===== config.mk =====
export PLATFORM = sky130hd
export DESIGN_NAME = operand_extender_pipe
export DESIGN_NICKNAME = d
export VERILOG_FILES = /design/src/rtl/operand_extender_pipe.sv
export SDC_FILE = /design/constraint.sdc
export NUM_CORES = 1
export LEC_CHECK = 0
export ABC_AREA = 1
export CORE_MARGIN = 1
export CORE_UTILIZATION = 44
export DETAILED_ROUTE_END_ITERATION = 8
export PLACE_DENSITY_LB_ADDON = 0.08
export SLEW_MARGIN = 20
export SYNTH_ARGS = -nofsm -noshare
export SYNTH_HDL_FRONTEND = slang
export SYNTH_SLANG_ARGS = --single-unit

===== constraint.sdc =====
create_clock -name clk -period 1.7 [get_ports clk]
set_input_delay 0.255 -clock clk [delete_from_list [all_inputs] [get_ports clk]]
set_output_delay 0.255 -clock clk [all_outputs]
set_load 0.03 [all_outputs]

===== src/rtl/operand_extender_pipe.sv =====
// operand_extender_pipe
//   Pipelined operand extender on the multiplier input path. Widens IN_W-bit
//   operands to OUT_W bits with a per-transaction fill mode (zero, sign,
//   leading-one). It has a main output register plus one skid register,
//   valid/ready on both sides, and a latency of one cycle. It also keeps a
//   saturating count of transfers whose fill bits were set.
//
//   Ports:
//     clk, rst_n           clock, synchronous active-low reset
//     in_valid/in_ready    input handshake (in_ready registered: skid empty)
//     in_data, in_mode     operand; mode 00 ZERO, 01 SIGN, 10 LEAD1, 11 = ZERO
//     out_valid/out_ready  output handshake
//     out_data, out_ext    extended result; out_ext = any fill bit set
//     ext_cnt              saturating count of transfers with out_ext=1
//
//   Optional feature macro OPX_LZC_EN adds:
//     out_lead             index of the highest set bit of the held operand
//     out_zero             held operand was zero (out_lead is 0 in that case)
module operand_extender_pipe #(
    parameter int unsigned IN_W     = 16,
    parameter int unsigned OUT_W    = 32,
    parameter int unsigned LEAD_MIN = 7,
    parameter int unsigned CNT_W    = 16,
    localparam int unsigned LW      = (IN_W > 2) ? $clog2(IN_W) : 1
) (
    input  logic             clk,
    input  logic             rst_n,
    input  logic             in_valid,
    output logic             in_ready,
    input  logic [IN_W-1:0]  in_data,
    input  logic [1:0]       in_mode,
    output logic             out_valid,
    input  logic             out_ready,
    output logic [OUT_W-1:0] out_data,
    output logic             out_ext,
`ifdef OPX_LZC_EN
    output logic [LW-1:0]    out_lead,
    output logic             out_zero,
`endif
    output logic [CNT_W-1:0] ext_cnt
);

    typedef enum logic [1:0] {
        MODE_ZERO  = 2'b00,
        MODE_SIGN  = 2'b01,
        MODE_LEAD1 = 2'b10,
        MODE_RSVD  = 2'b11
    } mode_e;

    mode_e             mode;
    int unsigned       lead_idx;
    logic              nonzero;
    logic [OUT_W-1:0]  ext_data;
    logic              ext_flag;
    logic              accept;
    logic              xfer;

    logic              skid_valid;
    logic [OUT_W-1:0]  skid_data;
    logic              skid_ext;
`ifdef OPX_LZC_EN
    logic [LW-1:0]     skid_lead;
    logic              skid_zero;
`endif

    assign mode    = mode_e'(in_mode);
    assign nonzero = |in_data;
    assign accept  = in_valid && in_ready;
    assign xfer    = out_valid && out_ready;

    // Priority encoder: the last set bit seen while scanning upward wins.
    always_comb begin
        lead_idx = 0;
        for (int unsigned i = 0; i < IN_W; i++) begin
            if (in_data[i]) lead_idx = i;
        end
    end

    always_comb begin
        ext_data = {{(OUT_W-IN_W){1'b0}}, in_data};
        case (mode)
            MODE_SIGN: begin
                if (in_data[IN_W-1]) ext_data[OUT_W-1:IN_W] = '1;
            end
            MODE_LEAD1: begin
                // Fill from the leading one upward; bit p itself is already 1.
                if (nonzero && lead_idx >= LEAD_MIN) begin
                    for (int unsigned i = 0; i < OUT_W; i++) begin
                        if (i >= lead_idx) ext_data[i] = 1'b1;
                    end
                end
            end
            default: ;
        endcase
    end

    assign ext_flag = |ext_data[OUT_W-1:IN_W];

    always_ff @(posedge clk) begin
        if (!rst_n) begin
            in_ready   <= 1'b0;
            out_valid  <= 1'b0;
            out_data   <= '0;
            out_ext    <= 1'b0;
            ext_cnt    <= '0;
            skid_valid <= 1'b0;
            skid_data  <= '0;
            skid_ext   <= 1'b0;
`ifdef OPX_LZC_EN
            out_lead   <= '0;
            out_zero   <= 1'b0;
            skid_lead  <= '0;
            skid_zero  <= 1'b0;
`endif
        end else begin
            in_ready <= 1'b1;
            if (xfer && out_ext && (ext_cnt != '1)) begin
                ext_cnt <= ext_cnt + CNT_W'(1);
            end

            if (skid_valid) begin
                // in_ready is low here, so only draining is possible.
                if (xfer) begin
                    out_data   <= skid_data;
                    out_ext    <= skid_ext;
`ifdef OPX_LZC_EN
                    out_lead   <= skid_lead;
                    out_zero   <= skid_zero;
`endif
                    skid_valid <= 1'b0;
                end else begin
                    in_ready   <= 1'b0;
                end
            end else if (accept) begin
                if (!out_valid || out_ready) begin
                    out_valid <= 1'b1;
                    out_data  <= ext_data;
                    out_ext   <= ext_flag;
`ifdef OPX_LZC_EN
                    out_lead  <= LW'(lead_idx);
                    out_zero  <= !nonzero;
`endif
                end else begin
                    skid_valid <= 1'b1;
                    skid_data  <= ext_data;
                    skid_ext   <= ext_flag;
`ifdef OPX_LZC_EN
                    skid_lead  <= LW'(lead_idx);
                    skid_zero  <= !nonzero;
`endif
                    in_ready   <= 1'b0;
                end
            end else if (xfer) begin
                out_valid <= 1'b0;
            end
        end
    end

endmodule

After elaboration in Yosys (flattened, before gate mapping)

Cells that the tools add are included.

Magnitude comparators: 33
Multiplexer cells: 70
$add $sub $neg: 1
Equal/unequal tests: 5
Bitwise gates (word level): 2
Reductions and logical operators: 15

Operators by type and width:

| cell                    | count |
|---|---|
| $mux W32                | 19 |
| $ge A5 B32 Y1 const A   | 16 |
| $ge A4 B32 Y1 const A   | 8 |
| $ge A3 B32 Y1 const A   | 4 |
| $ge A1 B32 Y1 const A   | 2 |
| $ge A2 B32 Y1 const A   | 2 |
| $mux W1                 | 48 |
| $ge A32 B3 Y1 const B   | 1 |
| $mux W16                | 2 |
| $pmux W16 S2            | 1 |
| $reduce_or A16 Y1       | 2 |
| $add A16 B1 Y16 const B | 1 |
| $ne A16 B16 Y1 const B  | 1 |
| $reduce_and A3 Y1       | 3 |
| $reduce_bool A2 Y1      | 3 |
| $logic_and A1 B1 Y1     | 5 |
| $eq A2 B1 Y1 const B    | 1 |
| $eq A2 B2 Y1 const B    | 1 |
| $ne A2 B1 Y1 const B    | 1 |
| $ne A2 B2 Y1 const B    | 1 |
| $not A1 Y1              | 2 |
| $logic_not A1 Y1        | 1 |
| $logic_or A1 B1 Y1      | 1 |

Input bits: 22
Flip-flop bits (word level): 85
Output and inout bits: 51

Depth between registers and ports, before layout

Word-level depth: 23
Gate-level depth with buffers: 21
Gate-level depth less buffers: 21

Worst setup path before layout

OpenSTA, ideal clock, no wires.

Kind: register to register
From: register, netlist name out_data[30]
To: register ext_cnt[15]
Setup slack: -234 ps
Stages on the path, launching flop included: 8
Required time: 1568 ps
Buffers on the path: 0
Period minus slack after synthesis: 1934 ps
Arrival: 1802 ps
Cells stage by stage: dfxtp_1 > nand3_2 > nor3_2 > nand2_1 > nor2_2 > nand4_2 > nor3_1 > nor3b_2

RTL lines:

| what                 | line | RTL |
|---|---|---|
| to (signal assigned) | 118  | `ext_cnt <= ext_cnt + CNT_W'(1);` |
| to (decl)            | 40   | `output logic [CNT_W-1:0] ext_cnt` |

Worst setup path in the final report

From: register ext_cnt[1]
To: register ext_cnt[15]

Cells in the longest elaborated chain, start to end: 2

RTL lines:

| what |
|---|
| parallel branches: the longest is 2 deep, another holds $add A16 B1 Y16 |

Several ways; the timed one is not identified.
A chain may end at the register's enable or synchronous reset.

==> summary.md <==
| Metric | Value |
|---|---|
| Num CTS Buffers | 5 |
| Fin area | between 0.004 and 0.005 mm2 |
| Cell depth of the worst setup path | 11 |
| Max Cap Viol | 0 |
| WL/cell | between 10 and 15 um |
| Post-DP HPWL | 4990 um |
| Pleak | between 2 and 2.5 nW |
| Synth Instances | around 390 |
| CP startpoint kind | register |
| CTS tree | yes |
| Setup CP Type | register to register |
| Signal arrival time at the worst endpoint | 2.04 ns |
| Critical Path Max Stage Delay | about 0.38 ns |
| Mean Syn Cell Area | ~7.0 um2 |
| Failing checks | setup timing |
| R2R Path Start | ext_cnt[1] |
| Layout cells sized above 1 | between 30% and 40% |
| Max-Slew Margin vs Limit | between 60% and 70% |
| Pwr Density | approximately 620 mW/mm2 |
| Antenna viol nets, final | 0 |
| Buf/Inv on CP | 0 |
| Total track usage | between 20% and 30% |
| Ys flop type | dfxtp_1 |
| FF-to-FF setup slack | -0.09 ns |
| Final Hold Fails | 0 |
| Critical path launch point | ext_cnt[1] |
| H-Tree Depth | 2 |
| Crit-path cells | ha_4 > nand3_2 > nor3_2 > nand3_1 > nand3_4 > nor3_4 > nand2_2 > nor2_4 > nand4_4 > o21ai_2 > nor3b_2 |
| Initial DRC count | 108 |
| Tot Pwr | about 2.6 mW |
| Worst Tran Pin Value | 0.507 ns |
| Post-synth ARST share | 0% |
| Ratio of final minimum period to clock period | 105% |
| Placeable core area | 0.00599 mm2 |
| Max FO, Critical Path | 5 |
| Synth Net Count | between 400 and 500 |
| Placed inst area | ~0.0038 mm2 |
| Max Root-Sink Buffers | 2 |
| DRC | 0 |
| Minimum clock period after layout | about 1.8 ns |
| Worst-Skew Late Latency | about 0.31 ns |
| Via/cell ratio | ~5 |
| Mapped Area | between 0.002 and 0.003 mm2 |
| Synth warn | 0 |
| Final Slew Violations | 0 |
| Required time of the critical path | 1.95 ns |
| Setup TNS | -0.190 ns |
| RSZ-0062 raised after global routing | yes |
| Clock Pin Slew Worst Setup and Hold Paths | ~0.1 ns |
| Number of global-route vias before repair | roughly 2.6k |
| Initial Utilization | 46.2% |
| Clock Sinks | 53 |
| IO Port Bufs | 72 |
| Die area | 0.00662 mm2 |
| DRT Wirelength | roughly 7200 um |
| Critical path endpoint | ext_cnt[15] |
| Total gr overflow | 0 |
| Die width | ~80 um |
| Reg2Reg Depth | 11 |
| Fmax | 559 MHz |
| Layout area overhead | 50.4% |
| Num ports | 73 |
| Root buffer cell | clkbuf_8 |
| Sequential cell area fraction in the yosys report | between 30% and 40% |
| Post-Layout Cell Count | around 580 |
| Hold Path Class | input pin to register |
| FF-to-FF End | ext_cnt[15] |
| EDFF count, synth | 0 |
| Via count | 2893 |
| Slowest cell on crit path | dfxtp_4 |
| Initial antenna violation count | 0 |
| CP Capture Type | register |
| Die Span Y | between 80 and 90 um |
| First-pass GRT wire length | between 10000 and 15000 um |
| Clock skew | approximately 0.0058 ns |
| Status | finished, violations left |
| Crit path max-delay family | simple AND/OR/NAND/NOR gates |
| Peak VDD IR | 0.393 mV |
| Site Rows | 28 |
| DP Cell Count | about 560 |
| RePlAce Congestion | just over 0.9 |
| Nets | 525 |
| Synth cell types | 33 |
| Final setup margin | -0.0899 ns |
| Yosys reg bits | 53 |
| DRT Pass-1 Iters | 4 |
| Post-CTS Hold Buffers | 0 |
| Antenna diode count | 0 |
| Endpoints failing setup | 5 |
| Largest net degree at the start of global routing | 34 |
cells in the mapped netlist, types with 2 or more instances:
library cell | n | area share (%)
ha_1 | 3 | 1.4
inv_1 | 35 | 4.7
a21oi_1 | 28 | 5.1
o211ai_1 | 10 | 2.7
nand2_4 | 2 | 0.81
a31oi_1 | 4 | 0.90
o21ai_1 | 12 | 2.2
nand3_2 | 2 | 0.72
nor2_2 | 3 | 0.68
nand2_2 | 6 | 1.4
nand3_1 | 27 | 4.9
a21oi_2 | 6 | 1.9
nand2_1 | 71 | 9.6
inv_2 | 20 | 2.7
dfxtp_1 | 53 | 38
o21ai_0 | 19 | 3.4
buf_4 | 17 | 4.6
nand4_1 | 4 | 0.90
nand4_2 | 2 | 0.90
nor2_1 | 36 | 4.9
nor3_1 | 8 | 1.4
nor3_2 | 3 | 1.1
clkbuf_1 | 12 | 1.6
sequential cells by signal, indices dropped and copies added, names as in the netlist:
register and count:
out_data 17, out_valid 1, skid_valid 1, skid_data 17, ext_cnt 16, in_ready 1
area by class of cell:
type / instances / area [um2]
fill: 521 / 1830
multi-input combinational: 253 / 1520
timing repair buffer: 130 / 1170
sequential: 53 / 1080
inverter: 57 / 215
tap: 75 / 93.8
clock buffer: 6 / 72.6
clock inverter: 2 / 13.8
placed cells by master (no fill, tap or decap), types with 2 or more instances in the layout:
cell and instances:
nor2_2 4, dlymetal6s2s_1 7, clkbuf_8 5, o211ai_1 10
clkdlybuf4s50_1 37, dfxtp_4 3, nor3_4 2, buf_12 2
o21ai_1 9, nor3_2 6, o21ai_0 17, ha_1 2
inv_1 33, buf_6 2, nand2_1 64, a21oi_2 9
dfxtp_2 6, o21ai_2 5, nor3_1 3, buf_4 54
a31oi_1 4, dlygate4sd2_1 24, nand3_1 22, nor2_4 3
a21oi_1 25, nand2_2 10, inv_2 23, nor2_1 32
nand2_4 5, clkdlybuf4s15_1 3, nand4_4 2, nand4_1 4
nand3_2 6, dfxtp_1 44
worst min path at each step:
stage | startpoint | to | slack, ns | cells past startpoint
after global routing | in_data[2] | skid_data[2] | 0.20 | 3
final | in_data[2] | skid_data[2] | 0.20 | 3
after global placement | out_data[0] | out_data[0] | 0.46 | 2
after floorplan | in_data[1] | skid_data[1] | 0.39 | 2
after detailed placement | out_data[4] | out_data[4] | 0.46 | 2
after CTS | in_data[2] | skid_data[2] | 0.35 | 3
worst register-to-register path, cell delays in order (launching register included):
cell and delay (ns):
dfxtp_4 0.38, ha_4 0.16, nand3_2 0.06, nor3_2 0.05
nand3_1 0.11, nand3_4 0.12, nor3_4 0.15, nand2_2 0.10
nor2_4 0.15, nand4_4 0.14, o21ai_2 0.15, nor3b_2 0.16
metal layers:
layer	up-vias	share of wire (%)	GRT usage (%)
li1	1474	-	-
met3	12	5.5	3.82
met1	1323	47	31.1
met4	0	1.8	8.04
met5	-	0	0
met2	84	45	36.7
where the power goes:
group          total, mW  leakage (nW)  internal (mW)  switching [mW]
sequential          1.30         0.436           1.28          0.0225
combinational      0.538          1.58          0.226           0.312
clock              0.729        0.0417          0.293           0.436
kinds of logic after synthesis:
logic type / count (synthesis) / share of synthesized area, %
simple gates: 169 / 29.4
buf+inv: 87 / 14.2
compound gates: 81 / 16.8
flops: 53 / 38.3
fa+ha+maj: 3 / 1.36
stage by stage:
stage / setup WS (ns) / util, % / hold slack [ns]
2_1_floorplan: -0.0358 / - / 0.390
3_3_place_gp: -0.392 / 64.1 / 0.456
3_5_place_dp: -0.405 / 64.1 / 0.459
4_1_cts: -0.0498 / 66.0 / 0.349
5_1_grt: -0.195 / 69.5 / 0.198
6_report: -0.0899 / 69.5 / 0.198
timing repair:
item | 4_1_cts | 5_1_grt
gates resized for setup | 33 | 52
setup buffers | 4 | 7
pin swaps | 7 | 26
setup endpoints to repair | 40 | 28
Power figures use the tool's default switching activity.
